File: config.mk
export PLATFORM = sky130hd
export DESIGN_NAME = inst_prefetch_buf_flat
export DESIGN_NICKNAME = d
export VERILOG_FILES = /design/src/rtl/inst_prefetch_buf_pkg.sv /design/src/rtl/inst_prefetch_buf_if.sv /design/src/rtl/inst_prefetch_buf_fifo.sv /design/src/rtl/inst_prefetch_buf.sv /design/src/flat_wrapper.sv
export SDC_FILE = /design/constraint.sdc
export NUM_CORES = 1
export LEC_CHECK = 0
export CORE_ASPECT_RATIO = 0.6
export CORE_MARGIN = 8
export CORE_UTILIZATION = 50
export DETAILED_ROUTE_END_ITERATION = 10
export DONT_BUFFER_PORTS = 1
export PLACE_DENSITY = 0.68
export SLEW_MARGIN = 0
export SYNTH_ARGS = -nofsm -noshare
export SYNTH_HDL_FRONTEND = slang
export SYNTH_SLANG_ARGS = --single-unit
File: constraint.sdc
create_clock -name clk -period 4.7 [get_ports clk]
set_input_delay 0.235 -clock clk [delete_from_list [all_inputs] [get_ports clk]]
set_output_delay 0.235 -clock clk [all_outputs]
set_load 0.03 [all_outputs]
File: src/rtl/inst_prefetch_buf_pkg.sv
// inst_prefetch_buf_pkg: shared bus widths, prefetch FSM states and FIFO entry type
package inst_prefetch_buf_pkg;
  localparam int INST_ADDR_W = 32;
  localparam int INST_W = 32;
  localparam logic [INST_W-1:0] ZERO_WORD = '0;
  typedef enum logic [1:0] {PF_IDLE = 2'd0, PF_REQ = 2'd1, PF_DRAIN = 2'd2} pf_state_e;
  typedef struct packed {
    logic [INST_ADDR_W-1:0] addr;
    logic [INST_W-1:0] data;
  } fetch_entry_t;
endpackage

File: src/rtl/inst_prefetch_buf_if.sv
// inst_prefetch_buf_if: core fetch port and memory req/ack bus; PREFETCH_STATS_EN adds counters
interface inst_prefetch_buf_if;
  logic core_ce_i;
  logic [31:0] core_addr_i;
  logic [31:0] core_inst_o;
  logic stall_req_o;
  logic mem_req_o;
  logic [31:0] mem_addr_o;
  logic mem_ack_i;
  logic [31:0] mem_rdata_i;
`ifdef PREFETCH_STATS_EN
  logic [31:0] hit_cnt_o;
  logic [31:0] miss_cnt_o;
`endif
  modport slave (
    input core_ce_i, core_addr_i, mem_ack_i, mem_rdata_i,
`ifdef PREFETCH_STATS_EN
    output hit_cnt_o, miss_cnt_o,
`endif
    output core_inst_o, stall_req_o, mem_req_o, mem_addr_o
  );
  modport master (
    output core_ce_i, core_addr_i, mem_ack_i, mem_rdata_i,
`ifdef PREFETCH_STATS_EN
    input hit_cnt_o, miss_cnt_o,
`endif
    input core_inst_o, stall_req_o, mem_req_o, mem_addr_o
  );
endinterface

File: src/rtl/inst_prefetch_buf_fifo.sv
// inst_fifo: DEPTH-entry {addr,data} synchronous FIFO; flush overrides push
module inst_fifo
  import inst_prefetch_buf_pkg::*;
#(
  parameter int DEPTH = 4,
  parameter int PTR_W = 2
) (
  input  logic         clk,
  input  logic         rst,
  input  logic         push,
  input  logic         pop,
  input  logic         flush,
  input  fetch_entry_t din,
  output logic         full,
  output logic         empty,
  output fetch_entry_t head
);
  fetch_entry_t mem [DEPTH];
  logic [PTR_W-1:0] wr, rd;
  logic [PTR_W:0] cnt;
  logic do_push, do_pop;
  assign full = cnt == (PTR_W+1)'(DEPTH);
  assign empty = cnt == '0;
  assign do_push = push && !flush && (!full || pop);
  assign do_pop = pop && !empty;
  assign head = mem[rd];
  always_ff @(posedge clk or posedge rst)
    if (rst) begin
      wr <= '0;
      rd <= '0;
      cnt <= '0;
    end else if (flush) begin
      wr <= '0;
      rd <= '0;
      cnt <= '0;
    end else begin
      if (do_push) wr <= wr + 1'b1;
      if (do_pop) rd <= rd + 1'b1;
      cnt <= cnt + (PTR_W+1)'(do_push) - (PTR_W+1)'(do_pop);
    end
  always_ff @(posedge clk)
    if (do_push) mem[wr] <= din;
endmodule

File: src/rtl/inst_prefetch_buf.sv
// inst_prefetch_buf: sequential instruction prefetcher in front of a req/ack memory.
// Optional PREFETCH_STATS_EN adds saturating hit/miss counters on the interface.
module inst_prefetch_buf
  import inst_prefetch_buf_pkg::*;
#(
  parameter int DEPTH = 4,
  parameter int PTR_W = 2
) (
  input logic clk,
  input logic rst,
  inst_prefetch_buf_if.slave bus
);
  pf_state_e state, state_nx;
  logic [31:0] next_addr, mem_addr, tgt_addr;
  fetch_entry_t head;
  logic full, empty, hit, miss, redirect, push, issue;
  assign hit = bus.core_ce_i && !empty && head.addr == bus.core_addr_i;
  assign miss = bus.core_ce_i && !hit;
  // Any miss not explained by the word already in flight restarts the stream at the core PC.
  assign redirect = miss && (!empty || next_addr != bus.core_addr_i);
  assign tgt_addr = redirect ? bus.core_addr_i : next_addr;
  assign bus.core_inst_o = hit ? head.data : ZERO_WORD;
  assign bus.stall_req_o = miss;
  assign bus.mem_req_o = state != PF_IDLE;
  assign bus.mem_addr_o = mem_addr;
  always_comb begin
    issue = state == PF_IDLE && bus.core_ce_i && (redirect || hit || !full);
    push = state == PF_REQ && bus.mem_ack_i && bus.core_ce_i && !redirect;
    state_nx = issue ? PF_REQ
             : (state != PF_IDLE && bus.mem_ack_i) ? PF_IDLE
             : (state == PF_REQ && redirect) ? PF_DRAIN
             : state;
  end
  always_ff @(posedge clk or posedge rst)
    if (rst) begin
      state <= PF_IDLE;
      next_addr <= '0;
      mem_addr <= '0;
    end else begin
      state <= state_nx;
      next_addr <= push ? next_addr + 32'd4 : tgt_addr;
      if (issue) mem_addr <= tgt_addr;
    end
  inst_fifo #(.DEPTH(DEPTH), .PTR_W(PTR_W)) u_fifo (
    .clk(clk),
    .rst(rst),
    .push(push),
    .pop(hit),
    .flush(redirect),
    .din({mem_addr, bus.mem_rdata_i}),
    .full(full),
    .empty(empty),
    .head(head)
  );
`ifdef PREFETCH_STATS_EN
  logic [31:0] hit_cnt, miss_cnt;
  always_ff @(posedge clk or posedge rst)
    if (rst) begin
      hit_cnt <= '0;
      miss_cnt <= '0;
    end else begin
      if (hit && hit_cnt != '1) hit_cnt <= hit_cnt + 32'd1;
      if (miss && miss_cnt != '1) miss_cnt <= miss_cnt + 32'd1;
    end
  assign bus.hit_cnt_o = hit_cnt;
  assign bus.miss_cnt_o = miss_cnt;
`endif
endmodule

File: src/flat_wrapper.sv
// flat-port wrapper written by rule: the top's interface ports become plain ports
module inst_prefetch_buf_flat import inst_prefetch_buf_pkg::*;
#(
  parameter int DEPTH = 4,
  parameter int PTR_W = 2
)
  (clk, rst, bus_core_ce_i, bus_core_addr_i, bus_mem_ack_i, bus_mem_rdata_i, bus_core_inst_o, bus_stall_req_o, bus_mem_req_o, bus_mem_addr_o);
  inst_prefetch_buf_if bus_i ();
  input logic clk;
  input logic rst;
  input wire logic [$bits(bus_i.core_ce_i)-1:0] bus_core_ce_i;
  input wire logic [$bits(bus_i.core_addr_i)-1:0] bus_core_addr_i;
  input wire logic [$bits(bus_i.mem_ack_i)-1:0] bus_mem_ack_i;
  input wire logic [$bits(bus_i.mem_rdata_i)-1:0] bus_mem_rdata_i;
  output wire logic [$bits(bus_i.core_inst_o)-1:0] bus_core_inst_o;
  output wire logic [$bits(bus_i.stall_req_o)-1:0] bus_stall_req_o;
  output wire logic [$bits(bus_i.mem_req_o)-1:0] bus_mem_req_o;
  output wire logic [$bits(bus_i.mem_addr_o)-1:0] bus_mem_addr_o;
  assign bus_i.core_ce_i = bus_core_ce_i;
  assign bus_i.core_addr_i = bus_core_addr_i;
  assign bus_i.mem_ack_i = bus_mem_ack_i;
  assign bus_i.mem_rdata_i = bus_mem_rdata_i;
  assign bus_core_inst_o = bus_i.core_inst_o;
  assign bus_stall_req_o = bus_i.stall_req_o;
  assign bus_mem_req_o = bus_i.mem_req_o;
  assign bus_mem_addr_o = bus_i.mem_addr_o;
  inst_prefetch_buf #(.DEPTH(DEPTH), .PTR_W(PTR_W)) u_core (.clk(clk), .rst(rst), .bus(bus_i));
endmodule
==> impl_metrics.tcl, run 1 <==
set metrics [dict create \
    rsz0062_at_grt "false" \
    slowest_delay_ps 810 \
    dieWidth_um 236 \
    boundaryPins 134 \
    p_seq_share_pct 56.1 \
    diodes 0 \
    setup-tns-final_ps 0 \
    hold_ws_ps 129 \
    crit_buf_inv 2 \
    core_region_area_mm2 0.0286 \
    sw_frac_of_total_pct 24.9 \
    synth_cell_types 64 \
    initial_core_util_pct 50.6 \
    ys_ff_latch 329 \
    drt_iter0_drc 994 \
    synth_nets 1011 \
    dp_hpwl_mm 24.3 \
    grt_pass1_wl_mm 55.6 \
    fmax_ghz 0.222 \
    tritoncts "yes" \
    p_leak_uw 0.00570 \
    vias 8519 \
    final_core_util_pct 58.9 \
    wire_per_inst_um 26.0 \
    route.detailed.drc 0 \
    root_buffer "clkbuf_16" \
    p_sw_uw 1630 \
    die_h_um 148 \
    crit_path_end_kind "flop" \
    syn_area_mm2 0.0145 \
    seq_area_mm2 0.00952 \
    clk_latency_ps 580 \
    slew_viol_final 0 \
    track_usage_pct 21.0 \
    multi_input_comb_area_mm2 0.00463 \
    path_clk_slew_ps 70 \
    nets 1099 \
    maxCapViolCount 0 \
    final_common_cell "edfxtp_1" \
    slew_headroom_pct 20.9 \
    max-vdd-ir-drop_mv 0.257 \
    power_density_mw_per_mm2 389 \
    cts-resized-gates 0 \
    routabilityCongestion 0.857 \
    synth_ff_type "edfxtp_1" \
    cp_max_fo 36 \
    cts_buffer_depth 3 \
    port_buffers 0 \
    cts_sinks 329 \
    cp_slowest_cell "dfrtp_2" \
    async_flop_share_pct 22.2 \
    dieArea_mm2 0.0348 \
    synth_edf_count 256 \
    post-route-period-util_pct 95.8 \
    cts-htree-levels 1 \
    timing.final.crit_period_ps 4500 \
    drive_above_1_share_pct 17.7 \
    fin_worst_skew_ps 25.6 \
    path_delay_family "simple AND/OR/NAND/NOR gates" \
    cp.arrival_ps 5030 \
    core.rowCount 48 \
    antenna_found_initial 0 \
    syn2layout_area_growth_pct 16.4 \
    finalPower_uw 6550 \
    grt_overflow 0 \
    status "complete, no violations" \
    synth_area_per_cell_um2 15.5 \
    cell_internal_pwr_uw 4920 \
    required_ps 5220 \
    syn_inst 935 \
    finalSetupViolations 0 \
    grt_max_degree 50 \
    fillCellCount 2175 \
    yosysWarnings 0 \
    final-hold-violation-count 0 \
    worstMarginPinSlew_ps 1180 \
    hp-class "in2async" \
    drt-total-wl_mm 37.0 \
    drtAntennaViolNets 0 \
    mostFrequentLayoutCells "256 x edfxtp_1, 71 x dlygate4sd3_1, 71 x dfrtp_1" \
    combPwrFrac_pct 5.5 \
    routed_via_density 5.99 \
    critPathKind "reg2reg" \
    startpoint_type "flop" \
    grt_pass1_vias 8455 \
    worstPathCellList "mux4_2 -> xor2_1 -> nor4_1 -> nand3_1 -> or4_4 -> o21ai_4 -> buf_4 -> nor2_1 -> a221oi_1 -> dlygate4sd3_1" \
    cts-buffers-inserted 31 \
    ys_seq_area_share_pct 65.8 \
    firstDrtPassIters 8 \
    power_frac_clock_pct 38.4 \
]
## what timing repair did
action                                  CTS  global route
endpoints found under the setup margin    0             0
hold endpoints to repair                219             0
buffers inserted                          0             0
hold buffers                             71             0
## sequential cells by signal, indices dropped and copies added (netlist names)
register / cells
u_core.bus.mem_addr_o: 32
u_core.next_addr: 32
u_core.state: 2
u_core.u_fifo.cnt: 3
u_core.u_fifo.mem: 256
u_core.u_fifo.rd: 2
u_core.u_fifo.wr: 2
## synth_stat cells, drive strengths merged (14+ instances only)
| cell type | number | area, µm² |
|---|---|---|
| nor2 | 70 | 263 |
| a21oi | 39 | 195 |
| nor4 | 15 | 106 |
| buf | 24 | 184 |
| mux2i | 53 | 531 |
| nand2 | 20 | 75.1 |
| dfrtp | 73 | 1830 |
| clkbuf | 34 | 128 |
| nand3 | 21 | 105 |
| edfxtp | 256 | 7690 |
| nor2b | 16 | 100 |
| and3 | 46 | 288 |
| nand4 | 15 | 100 |
| inv | 14 | 52.6 |
| xnor2 | 25 | 219 |
| xor2 | 42 | 368 |
| nor3 | 15 | 75.1 |
| mux4 | 55 | 1240 |
## worst reg2reg max path, stage by stage, from the launching register on
cell           delay, ps
dfrtp_2              810
mux4_2               430
xor2_1               150
nor4_1               420
nand3_1              330
or4_4                650
o21ai_4              310
buf_4                470
nor2_1                90
a221oi_1             230
dlygate4sd3_1        570
## final timing paths
path                                                 start                                     to  slack (ps)  depth (start not counted)
setup / recovery           u_core.u_fifo.rd[1]$_DFFE_PP0P_         u_core.next_addr[28]$_DFF_PP0_         200                         10
hold / removal                                         rst         u_core.next_addr[24]$_DFF_PP0_         130                          2
setup reg to reg           u_core.u_fifo.rd[1]$_DFFE_PP0P_         u_core.next_addr[28]$_DFF_PP0_         200                         10
hold reg to reg                u_core.state[1]$_DFFE_PP0P_            u_core.state[1]$_DFFE_PP0P_         530                          2
max in group asynchronous                              rst  u_core.bus.mem_addr_o[10]$_DFFE_PP0P_        3490                          3
min in group clk                             bus_core_ce_i            u_core.state[0]$_DFFE_PP0P_         130                          3
## cell type report
type,instances,area share (%)
clock buffer,39,4.84
clock inverter,18,1.15
inverter,14,0.319
multi-input combinational,534,27.5
sequential,329,56.5
tap,375,2.79
timing repair buffer,113,6.91
## power by group through the flow
stage / clock network, µW / logic, µW / registers, µW
finish: 2510 / 362 / 3680
global route: 2660 / 395 / 3700
CTS: 2560 / 358 / 3680
detailed placement: 0 / 283 / 3740
global placement: 0 / 277 / 3740
floorplan: 0 / 230 / 3640
## per-stage QoR
stage,area [µm²],cells,setup slack (ps)
after CTS,16800,1422,159
after global routing,16800,1422,40.2
final,16800,1422,196
after detailed placement,15100,1294,383
after floorplan,14500,935,364
after global placement,15100,1294,408
## kinds of logic (layout without fill, tap and decap cells)
kind of cell    count (synthesis)  in the layout  share of synthesized area, %
flops                         329            329                          65.8
simple gates                  245            245                          9.01
mux                           119            119                          13.1
compound gates                 95             95                          4.82
buf+inv                        72            184                          2.52
xor+xnor                       67             67                          4.06
fa+ha+maj                       8              8                         0.744
## per-layer routing
layer  GRT usage, %  vias up  wire length (µm)
met5              0        -                 0
li1               -     3791                 -
met2           30.5      321             15800
met4           3.69        0               557
met3           6.58       47              3560
met1           31.0     4360             17000
Power figures use the tool's default switching activity.
==> inputs of run 2 (changes only) <==
CORE_UTILIZATION = 37   (was 50)
GPL_TIMING_DRIVEN = 0   (was unset)
PLACE_DENSITY = unset   (was 0.68)
==> impl_metrics.tcl, run 2 (synthesis results as in run 1) <==
set metrics [dict create \
    status "complete, no violations" \
    antenna_found_initial 1 \
    p_leak_uw 0.00574 \
    drtAntennaViolNets 0 \
    seq_area_mm2 0.00951 \
    syn2layout_area_growth_pct 18.4 \
    firstDrtPassIters 5 \
    cts-htree-levels 2 \
    required_ps 5080 \
    core_region_area_mm2 0.0388 \
    clk_latency_ps 550 \
    power_density_mw_per_mm2 393 \
    worstMarginPinSlew_ps 1280 \
    track_usage_pct 18.8 \
    slew_headroom_pct 13.8 \
    drt-total-wl_mm 43.8 \
    tritoncts "yes" \
    worstPathCellList "buf_4 -> buf_4 -> buf_6 -> mux4_2 -> xor2_1 -> nor3_1 -> nand3_2 -> nor4_4 -> nand2_4 -> a21oi_4 -> inv_2 -> ha_1 -> inv_1 -> ha_1 -> inv_1 -> fa_1 -> xor2_1 -> xnor2_1 -> nor2_1" \
    multi_input_comb_area_mm2 0.00471 \
    hp-class "in2reg" \
    cp-startpoint "u_core.u_fifo.rd[1]$_DFFE_PP0P_" \
    final_common_cell "edfxtp_1" \
    largest_reg_flops 256 \
    rsz0062_at_grt "true" \
    nets 1120 \
    fin_worst_skew_ps 42.5 \
    initial_core_util_pct 37.3 \
    vias 8918 \
    post-route-period-util_pct 98.4 \
    mostFrequentLayoutCells "256 x edfxtp_1, 73 x dfrtp_1, 70 x nor2_1" \
    cp_slowest_cell "fa_1" \
    r2r_start "u_core.u_fifo.rd[1]$_DFFE_PP0P_" \
    cts_buffer_depth 3 \
    critPathKind "reg2reg" \
    dieWidth_um 271 \
    cts_sinks 329 \
    cp_max_fo 10 \
    drt_iter0_drc 978 \
    worst_slack_ps 76.1 \
    finalSetupViolations 0 \
    grt_overflow 0 \
    place_ws_ps -2320 \
    grt_pass1_vias 8833 \
    maxCapViolCount 0 \
    wire_per_inst_um 27.5 \
    p_seq_share_pct 54.5 \
    finalPower_uw 6730 \
    combPwrFrac_pct 6.0 \
    min_from "bus_core_ce_i" \
    regMostFlops "u_core.u_fifo.mem" \
    fillCellCount 3502 \
    fmax_ghz 0.216 \
    grt_max_degree 60 \
    cell_internal_pwr_uw 4980 \
    routed_via_density 5.61 \
    crit_path_end_kind "flop" \
    routabilityCongestion 0.932 \
    grt_pass1_wl_mm 63.8 \
    p_sw_uw 1750 \
    diodes 0 \
    sw_frac_of_total_pct 26.0 \
    cp.arrival_ps 5000 \
    cts-buffers-inserted 34 \
    dp_hpwl_mm 28.9 \
    path_clk_slew_ps 70 \
    port_buffers 0 \
    startpoint_type "flop" \
    core.rowCount 56 \
    final-hold-violation-count 0 \
    dieArea_mm2 0.0459 \
    die_h_um 169 \
    slowest_delay_ps 390 \
    power_frac_clock_pct 39.5 \
    timing.final.crit_period_ps 4620 \
    drive_above_1_share_pct 17.7 \
    route.detailed.drc 0 \
    slew_viol_final 0 \
    root_buffer "clkbuf_16" \
    max-vdd-ir-drop_mv 0.269 \
    boundaryPins 134 \
]
run 2: per-layer routing:
| metal | wire [µm] | GRT usage (%) | vias to the layer above |
|---|---|---|---|
| met1 | 20500 | 28.3 | 4646 |
| met4 | 748 | 3.35 | 4 |
| met2 | 18000 | 26.0 | 362 |
| met3 | 4390 | 6.52 | 62 |
| li1 | - | - | 3844 |
| met5 | 109 | 0 | - |
run 2: worst max-delay path: cells and delay by family, from the launching register on:
family,cells,cell delay [ps]
adder cells (fa/ha/maj),3,800
buffers and inverters,6,940
AND/OR/NAND/NOR,5,1110
multiplexers,1,370
flip-flops,1,320
AO/OA/AOI/OAI,1,320
XOR/XNOR,3,570
run 2: worst paths after layout:
| path | slack, ps | end | cells past startpoint |
|---|---|---|---|
| max in group asynchronous | 3940 | u_core.u_fifo.cnt[2]$_DFF_PP0_ | 3 |
| worst min-delay path | 30 | u_core.next_addr[11]$_DFF_PP0_ | 2 |
| worst max-delay path | 80 | u_core.u_fifo.cnt[2]$_DFF_PP0_ | 19 |
| worst min register to register | 530 | u_core.state[1]$_DFFE_PP0P_ | 2 |
| min in group asynchronous | 130 | u_core.next_addr[13]$_DFF_PP0_ | 2 |
| worst max register to register | 80 | u_core.u_fifo.cnt[2]$_DFF_PP0_ | 19 |
run 2: power groups by stage:
stage,Combinational [µW],Sequential [µW],Clock (µW)
global route,435,3700,2830
detailed placement,327,3740,0
floorplan,230,3640,0
finish,404,3670,2660
global placement,319,3730,0
CTS,393,3680,2720
run 2: final cells by class:
cell class / instances / share of cell area, %
multi-input combinational: 538 / 27.5
inverter: 14 / 0.321
sequential: 329 / 55.6
clock buffer: 42 / 5.38
buffer: 56 / 1.96
clock inverter: 18 / 0.840
timing repair buffer: 71 / 4.62
tap: 522 / 3.81
run 2: timing repair:
| action | CTS | global route |
|---|---|---|
| gates resized for setup | 24 | 5 |
| pin swaps | 5 | 1 |
| hold buffers | 61 | 0 |
| setup buffers | 5 | 0 |
| setup endpoints to repair | 362 | 199 |
| hold endpoints to repair | 254 | 0 |
| cloned | 4 | 0 |
run 2: stage by stage:
stage	util [%]	instance area, µm²	hold slack, ps	setup TNS [ps]	cells
floorplan	-	14500	301	0	935
global placement	39.0	15100	303	-580010	1457
detailed placement	39.3	15300	60.1	-358230	1462
CTS	44.1	17100	7.69	0	1591
global route	44.1	17100	13.2	-91.7	1590
finish	44.1	17100	31.6	0	1590
